==> config.mk <==
export PLATFORM = sky130hd
export DESIGN_NAME = pipe_reg_hs
export DESIGN_NICKNAME = d
export VERILOG_FILES = /design/src/rtl/pipe_reg_hs.sv
export SDC_FILE = /design/constraint.sdc
export NUM_CORES = 1
export LEC_CHECK = 0
export CORE_ASPECT_RATIO = 1.25
export CORE_UTILIZATION = 39
export DETAILED_ROUTE_END_ITERATION = 8
export HOLD_SLACK_MARGIN = 0.1
export PLACE_DENSITY = 0.9
export SYNTH_ARGS = -nofsm -noshare
export SYNTH_HDL_FRONTEND = slang
export SYNTH_SLANG_ARGS = --single-unit
==> constraint.sdc <==
create_clock -name clk -period 2.75 [get_ports clk]
set_clock_uncertainty 0.15 [all_clocks]
set_input_delay 0.55 -clock clk [delete_from_list [all_inputs] [get_ports clk]]
set_output_delay 0.55 -clock clk [all_outputs]
set_load 0.01 [all_outputs]
==> src/rtl/pipe_reg_hs.sv <==
// pipe_reg_hs: falling-edge valid/ready pipeline register with bubble-on-empty control.
// Define PIPE_REG_HS_SKID_EN for a two-entry skid build with a registered in_ready.
module pipe_reg_hs #(
   parameter int DATA_W = 32,
   parameter int CTRL_W = 10
) (
   input  logic              clk,
   input  logic              reset,
   input  logic              in_valid,
   output logic              in_ready,
   input  logic [DATA_W-1:0] in_data,
   input  logic [CTRL_W-1:0] in_ctrl,
   output logic              out_valid,
   input  logic              out_ready,
   output logic [DATA_W-1:0] out_data,
   output logic [CTRL_W-1:0] out_ctrl,
   input  logic              flush,
   output logic [1:0]        occupancy
);
   typedef enum logic [1:0] {EMPTY = 2'd0, ONE = 2'd1, TWO = 2'd2} state_t;
   state_t            state;
   logic [DATA_W-1:0] head_data;
   logic [CTRL_W-1:0] head_ctrl;
   logic              accept;
   logic              consume;
   assign out_valid = state != EMPTY;
   assign out_data  = head_data;
   assign out_ctrl  = out_valid ? head_ctrl : '0;
   assign occupancy = state;
   assign accept    = in_valid && in_ready;
   assign consume   = out_valid && out_ready;
`ifdef PIPE_REG_HS_SKID_EN
   logic [DATA_W-1:0] skid_data;
   logic [CTRL_W-1:0] skid_ctrl;
   logic              ready_q;
   assign in_ready = ready_q;
   // ready_q tracks (state != TWO) so upstream never sees out_ready combinationally
   always_ff @(negedge clk or negedge reset)
      if (!reset) begin
         state     <= EMPTY;
         head_data <= '0;
         head_ctrl <= '0;
         skid_data <= '0;
         skid_ctrl <= '0;
         ready_q   <= 1'b1;
      end else if (flush) begin
         state   <= EMPTY;
         ready_q <= 1'b1;
      end else
         case (state)
            EMPTY: if (accept) begin
               head_data <= in_data;
               head_ctrl <= in_ctrl;
               state     <= ONE;
            end
            ONE: if (accept && consume) begin
               head_data <= in_data;
               head_ctrl <= in_ctrl;
            end else if (accept) begin
               skid_data <= in_data;
               skid_ctrl <= in_ctrl;
               state     <= TWO;
               ready_q   <= 1'b0;
            end else if (consume)
               state <= EMPTY;
            TWO: if (consume) begin
               head_data <= skid_data;
               head_ctrl <= skid_ctrl;
               state     <= ONE;
               ready_q   <= 1'b1;
            end
            default: begin
               state   <= EMPTY;
               ready_q <= 1'b1;
            end
         endcase
`else
   assign in_ready = !out_valid || out_ready;
   always_ff @(negedge clk or negedge reset)
      if (!reset) begin
         state     <= EMPTY;
         head_data <= '0;
         head_ctrl <= '0;
      end else if (flush)
         state <= EMPTY;
      else
         case (state)
            EMPTY: if (accept) begin
               head_data <= in_data;
               head_ctrl <= in_ctrl;
               state     <= ONE;
            end
            ONE: if (accept) begin
               head_data <= in_data;
               head_ctrl <= in_ctrl;
            end else if (consume)
               state <= EMPTY;
            default: state <= EMPTY;
         endcase
`endif
endmodule

==> results.txt <==
The run finished, with violations left. The checks that failed: setup timing. In this run, CTS created clock tree buffers numbering 5. Setup repair after global routing could not meet its margin everywhere.

The share of cells above drive strength 1 was 0.638. In this run the worst setup path begins at occupancy[0]. The first detailed-routing pass ran for 4 iterations. The final count of hold timing violations came out at 0. The number of pins exceeding their max-slew limit in the final report was 0; the power density over the cells was 591 nW/um^2. The tools report the count of vias placed by the detailed router as 1492. In this run the worst path has a maximum fanout of 3. The count of standard-cell rows is 26.

The first global-routing pass estimated 8540 um of wire. In this run, distinct cell masters in the synthesized netlist total 11. The startpoint of the worst hold path was out_data[24]. The tool flagged a number of max-cap violations equal to 0. The tools report the post-synthesis net count as 155. The overall track demand over capacity in global routing was 0.262; the CTS clock-pin slew for the worst setup and hold paths was 60 ps. The tools report the net count reported at finish as 293. The tools report the element type at the critical path end as an output pin. Startpoint-to-endpoint class of the critical path: register to output pin. The number of I/O port buffers is 91.

After synthesis the cells add up to 1720 sq um. Prior to clock tree synthesis, the placed netlist has a worst setup slack of -938 ps. The worst hold path belongs to the class register to register.

The flop and latch count out of synthesis was 43; the diode insertion count for antenna repair was 0. Measured along the y axis, the die boundary spans 76.3 um. Largest vdd supply drop: 0.462 mV.

The detailed router finished its first iteration with 42 violations. The H-tree was split into 2 levels. For the post-detailed-placement cell area, the log shows 2710 sq um. After detailed routing, the number of remaining DRC violations is 0. Averaged over all synthesized cells, the footprint is 16.0 sq um. The final critical-path setup slack was -563 ps. The worst register-to-register path begins at occupancy[0]. The tools report the total overflow reported by the global router as 0. The logs give 4690 sq um for the overall die area and 0.414 for the effective utilization at floorplan.

Clock tree synthesis found a total of 43 sinks. STA classifies the critical path startpoint as a register. The cell count after synthesis is 108, and the proportion of synthesized chip area in sequential cells is 0.625.

From synthesis to final layout, the design area changed by 95.9%. The maximum number of pins on one net before global-route repair is 44. Wires add up to 6550 um. The floorplan step set the die width to 61.5 um. Dividing the detail-routed via count by the number of cells gives 4.94. The placer congestion estimate is 0.707, and the required time at the worst-slack endpoint is 2050 ps. TritonCTS built the clock tree. Summed over all cells, the static leakage comes to 1.64 nW.

The count of nets left with antenna violations once routing finished came out at 0. The tools report the arrival time reported for the critical path endpoint as 2610 ps. The logs give 87 for the number of failing setup endpoints in the final timing report and 3380 sq um for the design area.

The clock latency reported for the late side of the worst-skew pair is 300 ps. Clock tree synthesis selected as its root buffer the cell sky130_fd_sc_hd__clkbuf_8. Number of warning messages in the yosys log: 0. The initial antenna violation count is 0.

Sum of net half-perimeters after detailed placement: 2860 um. The clock passes through at most 2 buffers. For this design the top-level I/O count stands at 93. After detailed routing, the average wire length per cell comes to 21.7 um. In this run the standard cell core region covers 4160 sq um. Across all register-to-register paths, the minimum setup slack is 650 ps. Number of global-route vias before repair: 1569.
## routing by layer
metal,share of wire,GRT usage
met2,0.50,0.439
met5,0,0
met3,0.078,0.0951
met1,0.39,0.288
met4,0.032,0.111
## final cells by class
cell class              instances  area (sq um)
well taps                      56          70.1
repair buffers                138          1360
multi-input cells              57           762
clock inverters                 1          30.0
fillers                       233           788
clock buffers                   6          72.6
inverters                       1          6.26
flip-flops and latches         43          1080
## placed cells by master, fill, tap and decap left out, drive strengths merged
| cell type | instances |
|---|---|
| bufinv | 1 |
| clkbuf | 8 |
| clkdlybuf4s50 | 42 |
| nor2b | 1 |
| nor3b | 1 |
| nor2 | 2 |
| dfrtn | 43 |
| conb | 1 |
| mux2 | 42 |
| buf | 94 |
| and2 | 10 |
| inv | 1 |
## worst paths after layout
check / to / depth (start not counted)
setup / recovery: in_ready / 4
hold / removal: out_data[24] / 1
setup reg to reg: out_data[0] / 8
hold reg to reg: out_data[24] / 1
max in group asynchronous: out_data[11] / 2
min in group asynchronous: out_data[5] / 2
## logic make-up (layout without fill, tap and decap cells)
| family | Yosys count | after routing | share of synthesized area |
|---|---|---|---|
| other | 1 | 1 | 0.00218 |
| DFF | 43 | 43 | 0.625 |
| muxes | 42 | 42 | 0.275 |
| and+or+nand+nor | 14 | 14 | 0.0596 |
| buffers and inverters | 8 | 146 | 0.0392 |
## worst max-delay path, stage by stage (launching register included)
cell and delay [ps]:
sky130_fd_sc_hd__dfrtn_1 490, sky130_fd_sc_hd__nor2b_4 200, sky130_fd_sc_hd__buf_6 110, sky130_fd_sc_hd__inv_4 30
sky130_fd_sc_hd__buf_6 110
## per-stage QoR
stage                     TNS, ps  hold slack [ps]  std cells  power, mW   util
after floorplan            -15720              283        108      0.994      -
after global placement     -52210              293        254       1.28  0.651
after detailed placement   -54090              299        254       1.30  0.651
after CTS                  -24950              300        290       1.88  0.780
after global routing       -33510              325        302       2.06  0.811
final                      -31710              305        302       1.99  0.811
## synthesized netlist by cell type, drive strengths merged
master	number	area [sq um]
mux2	42	473
inv	1	3.75
nor2	2	7.51
nor2b	1	13.8
buf	6	60.1
clkbuf	1	3.75
and2	10	62.6
nor3b	1	18.8
conb	1	3.75
dfrtn	43	1080
## what timing repair did
item,in CTS,in global routing
hold buffers,0,0
endpoints found under the hold margin,0,0
gates resized for setup,257,25
gates cloned,7,0
buffers inserted,22,15
endpoints found under the setup margin,88,87
pin swaps,1,1
## sequential cells by signal, indices dropped and copies added, names as in the netlist
name / flops
occupancy: 1
head_ctrl: 10
out_data: 32
## where the power goes
part           switching [mW]  internal (mW)  leakage (nW)
logic                   0.236          0.454          1.08
registers              0.0777          0.751         0.507
clock network           0.209          0.266        0.0513
total                   0.523           1.47          1.64
Power figures use the tool's default switching activity.
